`src/rtl/rr_mux2.sv`:
```
// ---------------------------------------------------------------------------
// rr_mux2 : two-input round-robin stream multiplexer with a one-entry
//           registered output stage.
//
// Merges two valid/ready streams (A, B) onto one output stream and tags each
// output word with the index of the source it came from.
//
// Ports
//   clk      in   rising-edge clock
//   rst      in   asynchronous, active-high reset
//   a_data   in   source A word            (WIDTH)
//   a_valid  in   source A word present
//   a_ready  out  source A word accepted when a_valid & a_ready (comb)
//   b_data   in   source B word            (WIDTH)
//   b_valid  in   source B word present
//   b_ready  out  source B word accepted when b_valid & b_ready (comb)
//   y_data   out  registered output word   (WIDTH)
//   y_valid  out  registered output word present
//   y_sel    out  source of y_data: 0 = A, 1 = B
//   y_ready  in   downstream accepts y_data when y_valid & y_ready
// ---------------------------------------------------------------------------
module rr_mux2 #(
  parameter int unsigned WIDTH = 8
) (
  input  logic             clk,
  input  logic             rst,
  input  logic [WIDTH-1:0] a_data,
  input  logic             a_valid,
  output logic             a_ready,
  input  logic [WIDTH-1:0] b_data,
  input  logic             b_valid,
  output logic             b_ready,
  output logic [WIDTH-1:0] y_data,
  output logic             y_valid,
  output logic             y_sel,
  input  logic             y_ready
);

  typedef enum logic {
    ST_EMPTY = 1'b0,
    ST_FULL  = 1'b1
  } state_t;

  localparam logic SEL_A = 1'b0;
  localparam logic SEL_B = 1'b1;

  state_t           r_state;
  logic [WIDTH-1:0] r_data;
  logic             r_sel;
  logic             r_last_sel;

  logic             w_load_en;
  logic             w_a_turn;
  logic             w_b_turn;
  logic             w_grant_a;
  logic             w_grant_b;
  logic             w_grant;
  logic             w_grant_sel;
  logic [WIDTH-1:0] w_grant_data;

  // Output register can take a word when empty or being drained this cycle.
  assign w_load_en = (r_state == ST_EMPTY) | y_ready;

  // A source may go if the other is idle or the other was granted last.
  // These terms never look at the source's own valid, so ready stays
  // independent of its own valid.
  assign w_a_turn = ~b_valid | (r_last_sel == SEL_B);
  assign w_b_turn = ~a_valid | (r_last_sel == SEL_A);

  assign w_grant_a    = a_valid & w_a_turn;
  assign w_grant_b    = b_valid & w_b_turn;
  assign w_grant      = w_grant_a | w_grant_b;
  assign w_grant_sel  = w_grant_b ? SEL_B : SEL_A;
  assign w_grant_data = w_grant_b ? b_data : a_data;

  // During reset both readies read high; the register ignores them anyway.
  assign a_ready = rst | (w_load_en & w_a_turn);
  assign b_ready = rst | (w_load_en & w_b_turn);

  // Output stage state machine: data, tag and priority update on a grant.
  always_ff @(posedge clk or posedge rst) begin
    if (rst) begin
      r_state    <= ST_EMPTY;
      r_data     <= '0;
      r_sel      <= SEL_A;
      r_last_sel <= SEL_B;
    end else begin
      case (r_state)
        ST_EMPTY: begin
          if (w_grant) begin
            r_state    <= ST_FULL;
            r_data     <= w_grant_data;
            r_sel      <= w_grant_sel;
            r_last_sel <= w_grant_sel;
          end
        end
        ST_FULL: begin
          // Stalled when y_ready is low: everything holds.
          if (y_ready) begin
            if (w_grant) begin
              r_data     <= w_grant_data;
              r_sel      <= w_grant_sel;
              r_last_sel <= w_grant_sel;
            end else begin
              r_state <= ST_EMPTY;
            end
          end
        end
        default: r_state <= ST_EMPTY;
      endcase
    end
  end

  assign y_valid = (r_state == ST_FULL);
  assign y_data  = r_data;
  assign y_sel   = r_sel;

endmodule

```
`config.mk`:
```
export PLATFORM = sky130hd
export DESIGN_NAME = rr_mux2
export DESIGN_NICKNAME = d
export VERILOG_FILES = /design/src/rtl/rr_mux2.sv
export SDC_FILE = /design/constraint.sdc
export NUM_CORES = 1
export LEC_CHECK = 0
export ABC_AREA = 1
export CORE_MARGIN = 1
export CORE_UTILIZATION = 37
export DETAILED_ROUTE_END_ITERATION = 12
export HOLD_SLACK_MARGIN = 0.05
export PLACE_DENSITY = 0.77
export SKIP_LAST_GASP = 1
export SLEW_MARGIN = 10
export SYNTH_ARGS = -nofsm -noshare
export SYNTH_HDL_FRONTEND = slang
export SYNTH_SLANG_ARGS = --single-unit
```
`constraint.sdc`:
```
create_clock -name clk -period 1.3 [get_ports clk]
set_input_delay 0.26 -clock clk [delete_from_list [all_inputs] [get_ports clk]]
set_output_delay 0.26 -clock clk [all_outputs]
set_load 0.01 [all_outputs]
```
# After elaboration in Yosys (flattened, before gate mapping)

Index checks and enable logic that the tools add are counted.

Output and inout bits: 12
Input bits: 21
Register bits: 11

Bitwise gates (word level): 14
Multiplexer cells: 14
Equality and inequality tests: 1

Operators by type and width:

| cell               | number |
|---|---|
| $mux 8             | 3 |
| $pmux 8 s2         | 1 |
| $mux 1             | 7 |
| $or 1x1->1         | 6 |
| $pmux 1 s2         | 3 |
| $and 1x1->1        | 4 |
| $not 1->1          | 4 |
| $ne 2x2->1 const B | 1 |

# Logic depth before layout (Yosys ltp)

Gate-level depths: netlist (run 1).

Word-level depth: 7
Mapped depth: 7
Depth with buffers taken out: 7

# Least setup slack after synthesis (run 1)

OpenSTA, ideal clock, no wires.

Path kind: reg-to-output
From: reg r_last_sel
To: out b_ready
Arrival: 0.908 ns
Data required time: 1.040 ns
Setup slack: 0.132 ns
Stages on the path, launching flop included: 5
Cell sequence: dfstp_2 nand2_1 buf_4 nand2_1 nand2_1

Longest elaborated chain between the ends: 4

RTL lines:

| what                   | RTL line | RTL |
|---|---|---|
| start, declared        | 50       | `logic r_last_sel;` |
| start signal, assigned | 94       | `r_last_sel <= w_grant_sel;` |
| start signal, assigned | 103      | `r_last_sel <= w_grant_sel;` |
| $not 1->1              | 68       | `assign w_b_turn = ~a_valid \| (r_last_sel == SEL_A);` |
| $or 1x1->1             | 68       |  |
| $and 1x1->1            | 78       | `assign b_ready = rst \| (w_load_en & w_b_turn);` |
| $or 1x1->1             | 78       |  |
| end, declared          | 32       | `output logic b_ready,` |

Every way passes these cells.

# Final worst setup path (run 1)

Same ends and word-level chain as after synthesis.

==> summary.md, run 1 <==
| Metric | Value |
|---|---|
| Routed Antenna Nets | `0` |
| Grt met1 use | `0.2568` |
| Max-slew violations | `0` |
| Required @ worst endpoint | `1.04 ns` |
| Die width | `42.83 um` |
| Final worst slack | `-0.09937 ns` |
| Synthesized area | `around 620 um^2` |
| All-Layer GR Usage | `0.1911` |
| Buffer count from post-CTS setup fixing | `0` |
| Die area | `~0.0018 mm^2` |
| Crit path time final | `about 1.4 ns` |
| Layout cell share with drive strength beyond 1 | `0.1653` |
| Setup CP Type | `flop to primary output` |
| Worst hold path class | `input port to async pin` |
| Met3 Usage GRT | `0.02553` |
| Pwr Density | `between 1000 and 1500 mW/mm^2` |
| RSZ-0062 raised after global routing | `true` |
| Yosys reg bits | `11` |
| Clock Path Buffers | `2` |
| Ports | `33` |
| Vias per cell | `5.131` |
| CORE AREA | `~0.0015 mm^2` |
| Critical path data arrival time | `1.14 ns` |
| Synth Net Count | `a little over 100` |
| Leakage Power | `~0.53 nW` |
| GRT overflow | `0` |
| Max_cap viols | `0` |
| Dpl ws | `-0.4287 ns` |
| Post-synthesis sequential area ratio | `0.4483` |
| Final Skew | `approximately 0.0013 ns` |
| GR Util met2 | `0.3182` |
| Final hold violations | `0` |
| Largest net degree at the start of global routing | `12` |
| Setup violators final | `2` |
| Syn. warnings | `0` |
| Port buffer count | `32` |
| Slew @ Worst Pin | `0.2104 ns` |
| Worst-Skew Late Latency | `0.26 ns` |
| Fmax | `roughly 710 MHz` |
| Yosys cell types | `10` |
| Routed Wire Length | `between 1500 and 2000 um` |
| Pre-antenna DRT Iters | `4` |
| WL per Instance | `between 10 and 15 um` |
| CTS tree | `built` |
| Htree depth | `1` |
| Synth Area per Inst | `7.522 um^2` |
| Register-to-Register Path Depth | `7` |
| DIE HEIGHT | `about 43 um` |
| Post-route DRC | `0` |
| Initial DRC count | `17` |
| Root buf cell | `clkbuf_4` |
| Max FO, Critical Path | `3` |
| Nets | `143` |
| Global routing's busiest layer | `met2` |
| Setup crit end kind | `primary output` |
| DP Wirelength | `1179 um` |
| Reg-to-Reg Start | `r_last_sel$_DFFE_PP1P_` |
| Slew HR | `0.8597` |
| Period utilisation layout | `1.076` |
| Max VDD drop | `between 0.0007 and 0.0008 V` |
| Antenna violations before repair | `0` |
| Diode count | `0` |
| Initial Util | `0.4048` |
| Fin util | `0.6749` |
| Type of origin of the critical path | `flop` |
| R2R setup slack | `about 0.030 ns` |
| WHS | `0.3509 ns` |
| Via count | `between 700 and 800` |
| Cts bufs inserted | `3` |
| Clock transition at the registers of the reported paths | `approximately 0.07 ns` |
| Placer Congestion | `approximately 0.73` |
| CTS Sinks | `11` |
| Failing checks | `setup timing` |
| Gate Count Post-Synth | `82` |
| Rows | `14` |
| Vias in the first global route | `roughly 620` |
| First-pass GRT wire length | `2677 um` |
| Area Growth Syn to Fin | `66.73%` |
| Status | `finished with violations` |
| Critical R2R Capture | `y_data[5]$_DFFE_PP0P_` |
layout by cell type, fill, tap and decap left out:
| cell type | n |
|---|---|
| buf_2 | 2 |
| buf_4 | 3 |
| buf_8 | 1 |
| clkbuf_1 | 1 |
| clkbuf_4 | 3 |
| clkdlybuf4s50_1 | 20 |
| dfrtp_1 | 10 |
| dfstp_2 | 1 |
| dlygate4sd2_1 | 10 |
| inv_1 | 2 |
| inv_2 | 1 |
| nand2_1 | 41 |
| nand2_2 | 3 |
| nand2_4 | 1 |
| nand2_8 | 4 |
| nand3_1 | 17 |
| nand3_2 | 1 |
critical path: stages, from the launching register on:
cell and delay, ns:
dfstp_2 0.56, nand2_2 0.07, nand2_1 0.06, nand2_1 0.05
buf_2 0.13
state kept, by name, summed over array words and instances, names as in the netlist:
register / flops
y_sel: 1
r_last_sel: 1
y_valid: 1
y_data: 8
per-layer routing:
metal / vias to the layer above / wire length, um
li1: 349 / -
met1: 319 / 702
met2: 35 / 853
met3: 0 / 125
met4: 0 / 0
met5: - / 0
final cells by class:
type / count / area [um^2]
Sequential cell: 11 / 276.5
Timing Repair Buffer: 36 / 335.3
Fill cell: 142 / 495.5
Inverter: 3 / 11.26
Tap cell: 16 / 20.02
Multi-Input combinational cell: 67 / 359.1
Clock buffer: 4 / 26.28
power by group:
part	leakage, nW	switching (mW)	internal (mW)
Clock	0.0150	0.108	0.118
Combinational	0.388	0.273	0.241
Sequential	0.132	0.0445	0.430
Total	0.535	0.425	0.789
kinds of logic (layout without fill, tap and decap cells):
group | count (synthesis) | after routing | synth area share
AND/OR/NAND/NOR | 65 | 67 | 0.5010
flip-flops | 11 | 11 | 0.4483
buffers and inverters | 6 | 43 | 0.05069
stage by stage:
| step | power (mW) | setup TNS (ns) | cell area [um^2] | cells |
|---|---|---|---|---|
| final | 1.214 | -0.1866 | 1028 | 137 |
| after floorplan | 0.7308 | 0 | 616.8 | 82 |
| after global routing | 1.299 | -0.5387 | 1028 | 137 |
| after detailed placement | 1.005 | -3.522 | 967.2 | 131 |
| after CTS | 1.188 | -0.1948 | 982.2 | 135 |
| after global placement | 0.9994 | -3.061 | 967.2 | 131 |
how the worst max path moves through the flow:
stage / from / slack (ns) / end / cells after the start
2_1_floorplan: r_last_sel$_DFFE_PP1P_ / 0.13 / b_ready / 4
6_report: r_last_sel$_DFFE_PP1P_ / -0.1 / b_ready / 4
3_5_place_dp: y_ready / -0.43 / a_ready / 6
3_3_place_gp: y_ready / -0.42 / b_ready / 6
5_1_grt: r_last_sel$_DFFE_PP1P_ / -0.17 / a_ready / 5
4_1_cts: r_last_sel$_DFFE_PP1P_ / -0.12 / a_ready / 5
synth_stat cells, drive strengths merged:
master  instances  area share
dfrtp          10        0.41
nand3          18        0.15
inv             3       0.018
buf             3       0.032
dfstp           1       0.043
nand2          47        0.35
timing repair:
item / CTS / global route
resized for setup: 20 / 6
pin swaps: 1 / 4
cloned: 0 / 2
hold buffers: 0 / 0
endpoints found under the setup margin: 22 / 12
endpoints found under the hold margin: 0 / 0
(Power assumes the default switching activity.)
==> run 2: changes to the inputs <==
--- a/config.mk
+++ b/config.mk
@@ -10,7 +10,7 @@
 export CORE_UTILIZATION = 37
 export DETAILED_ROUTE_END_ITERATION = 12
 export HOLD_SLACK_MARGIN = 0.05
-export PLACE_DENSITY = 0.77
+export PLACE_DENSITY = 0.82
 export SKIP_LAST_GASP = 1
 export SLEW_MARGIN = 10
 export SYNTH_ARGS = -nofsm -noshare
==> constraint.sdc (replaced) <==
create_clock -name clk -period 1.59 [get_ports clk]
set_input_delay 0.318 -clock clk [delete_from_list [all_inputs] [get_ports clk]]
set_output_delay 0.318 -clock clk [all_outputs]
set_load 0.01 [all_outputs]
==> run 2 against run 1 <==
The run now ends clean. Worst hold slack gained 0.048 ns. Die area is the same. Sequential share of layout area grew 1.0 points. Cell area shrank 3.7%. Critical path type unchanged.
==> summary.md, run 2 (synthesis gave the netlist of run 1 again) <==
| Metric | Value |
|---|---|
| Setup crit end kind | `primary output` |
| Die width | `42.83 um (unchanged)` |
| DP Wirelength | `1285 um (+9.0%)` |
| Clock Path Buffers | `2 (unchanged)` |
| Largest register FFs | `8 (unchanged)` |
| Port buffer count | `32 (unchanged)` |
| Register-to-Register Path Depth | `7 (unchanged)` |
| Area of the multi-input gates | `309.0 um^2 (-14%)` |
| Setup CP Type | `flop to primary output` |
| GRT overflow | `0 (unchanged)` |
| Routed Wire Length | `1714 um (+2.0%)` |
| RSZ-0062 raised after global routing | `false` |
| Placer Congestion | `0.7489 (+3.1%)` |
| Placed cell areas | `974.7 um^2 (+0.78%)` |
| Sequential cell area | `276.5 um^2 (unchanged)` |
| Max FO, Critical Path | `3 (unchanged)` |
| Layout cell share with drive strength beyond 1 | `0.1250 (-0.04029)` |
| Fin area | `991.0 um^2 (-3.7%)` |
| First-pass GRT wire length | `2863 um (+6.9%)` |
| Fillers | `137 (-3.5%)` |
| Clock transition at the registers of the reported paths | `0.08 ns (about the same)` |
| Rows | `14 (unchanged)` |
| Area Growth Syn to Fin | `60.65%` |
| Critical R2R Capture | `y_data[2]$_DFFE_PP0P_` |
| Pwr Density | `1026 mW/mm^2 (-13%)` |
| Slew @ Worst Pin | `0.1979 ns (-0.01243 ns)` |
| Vias in the first global route | `636 (+1.9%)` |
| Htree depth | `1 (unchanged)` |
| Met3 Usage GRT | `0.03404 (+0.008511)` |
| Required @ worst endpoint | `1.27 ns (+0.23 ns)` |
| Max VDD drop | `0.0006219 V (-19%)` |
| Routed Antenna Nets | `0 (unchanged)` |
| Tot Pwr | `1.017 mW (-16%)` |
| Vias per cell | `5.051 (-1.6%)` |
| Most frequent cells in the layout | `nand2_1 (43), clkdlybuf4s50_1 (30), nand3_1 (18)` |
| Ports | `33 (unchanged)` |
| CTS tree | `built` |
| Global routing's busiest layer | `met2` |
| Via count | `687 (-2.3%)` |
| Max_cap viols | `0 (unchanged)` |
| Root buf cell | `clkbuf_4` |
| GR Util met2 | `0.3606 (+0.04242)` |
| Worst-Skew Late Latency | `0.27 ns (about the same)` |
| R2R setup slack | `0.23 ns (+0.20 ns)` |
| All-Layer GR Usage | `0.2074 (+0.01634)` |
| Post-route DRC | `0 (unchanged)` |
| Pre-antenna DRT Iters | `4 (unchanged)` |
| Grt met1 use | `0.2547 (-0.002065)` |
| Largest net degree at the start of global routing | `12 (unchanged)` |
| Type of origin of the critical path | `flop` |
| CTS Sinks | `11 (unchanged)` |
| Slew HR | `0.8677 (+0.007968)` |
| Period utilisation layout | `0.9492` |
| Cts bufs inserted | `3 (unchanged)` |
| Setup violators final | `0 (-2)` |
| Initial Util | `0.4048 (unchanged)` |
| Buffer count from post-CTS setup fixing | `0 (unchanged)` |
| Status | `finished clean` |
| Final Skew | `0.004409 ns (+0.003120 ns)` |
| Antenna violations before repair | `0 (unchanged)` |
| Nets | `142 (-0.70%)` |
| Reg-to-Reg Start | `r_last_sel$_DFFE_PP1P_` |
| Initial DRC count | `11 (-6)` |
| CORE AREA | `0.001524 mm^2 (unchanged)` |
| Die area | `0.001834 mm^2 (unchanged)` |
| WL per Instance | `12.60 um (+2.7%)` |
| Final hold violations | `0 (unchanged)` |
| Crit path time final | `~1.5 ns` |
| Worst hold path class | `input port to async pin` |
| Fmax | `between 600 and 700 MHz` |
| DIE HEIGHT | `42.83 um (unchanged)` |
| Diode count | `0 (unchanged)` |
| Leakage Power | `0.5036 nW (-5.8%)` |
| Critical path data arrival time | `1.19 ns (+0.05 ns)` |
| Commonest non-fill, non-tap cell in the layout | `nand2_1` |
| Max-slew violations | `0 (unchanged)` |
-- run 2: changes by cell type in the layout (fill, tap and decap cells not counted), sizes merged --
cell | before | now
nand2 | 49 | 47
dlygate4sd2 | 10 | 0
clkdlybuf4s50 | 20 | 30
clkbuf | 4 | 5
-- run 2: cell type report --
cell class / count / area share
Timing Repair Buffer: 37 / 0.3510
Sequential cell: 11 / 0.2790
Inverter: 3 / 0.01136
Clock buffer: 4 / 0.02652
Tap cell: 16 / 0.02020
Multi-Input combinational cell: 65 / 0.3119
-- run 2: worst max-delay path, stage by stage (launching register included) --
cell	delay, ns
dfstp_2	0.55
inv_1	0.04
nand2_1	0.07
nand2_1	0.07
nand2_1	0.06
buf_2	0.13
-- run 2: repair_timing --
item / CTS / global route
endpoints found under the setup margin: 2 / 1
hold buffers: 0 / 0
gates resized for setup: 6 / 1
-- run 2: layer usage --
layer | part of all wire | up-vias
met5 | 0 | -
met4 | 0.011 | 0
met3 | 0.085 | 2
met2 | 0.49 | 36
met1 | 0.41 | 310
li1 | - | 339
-- run 2: how the worst max path moves through the flow --
stage / start / slack (ns) / to / depth (start not counted)
after floorplan: r_last_sel$_DFFE_PP1P_ / 0.36 / b_ready / 4
after global placement: y_ready / -0.26 / b_ready / 6
after detailed placement: y_ready / -0.29 / a_ready / 6
after CTS: y_ready / 0.03 / b_ready / 6
after global routing: r_last_sel$_DFFE_PP1P_ / 0.01 / a_ready / 5
final: r_last_sel$_DFFE_PP1P_ / 0.08 / a_ready / 5
-- run 2: metrics by stage --
| stage | setup WS, ns | utilization | hold WS, ns | instances | TNS (ns) |
|---|---|---|---|---|---|
| 2_1_floorplan | 0.3637 | - | 0.1861 | 82 | 0 |
| 3_3_place_gp | -0.2616 | 0.6396 | 0.4571 | 132 | -0.5001 |
| 3_5_place_dp | -0.2912 | 0.6396 | 0.4654 | 132 | -0.6678 |
| 4_1_cts | 0.03054 | 0.6535 | 0.3894 | 136 | 0 |
| 5_1_grt | 0.01482 | 0.6502 | 0.4166 | 136 | 0 |
| 6_report | 0.08075 | 0.6502 | 0.3993 | 136 | 0 |
-- run 2: report_power, final --
group          switching (mW)  leakage, nW  internal (mW)
Clock                  0.0989       0.0150         0.0970
Sequential             0.0400        0.132          0.352
Combinational           0.204        0.357          0.225
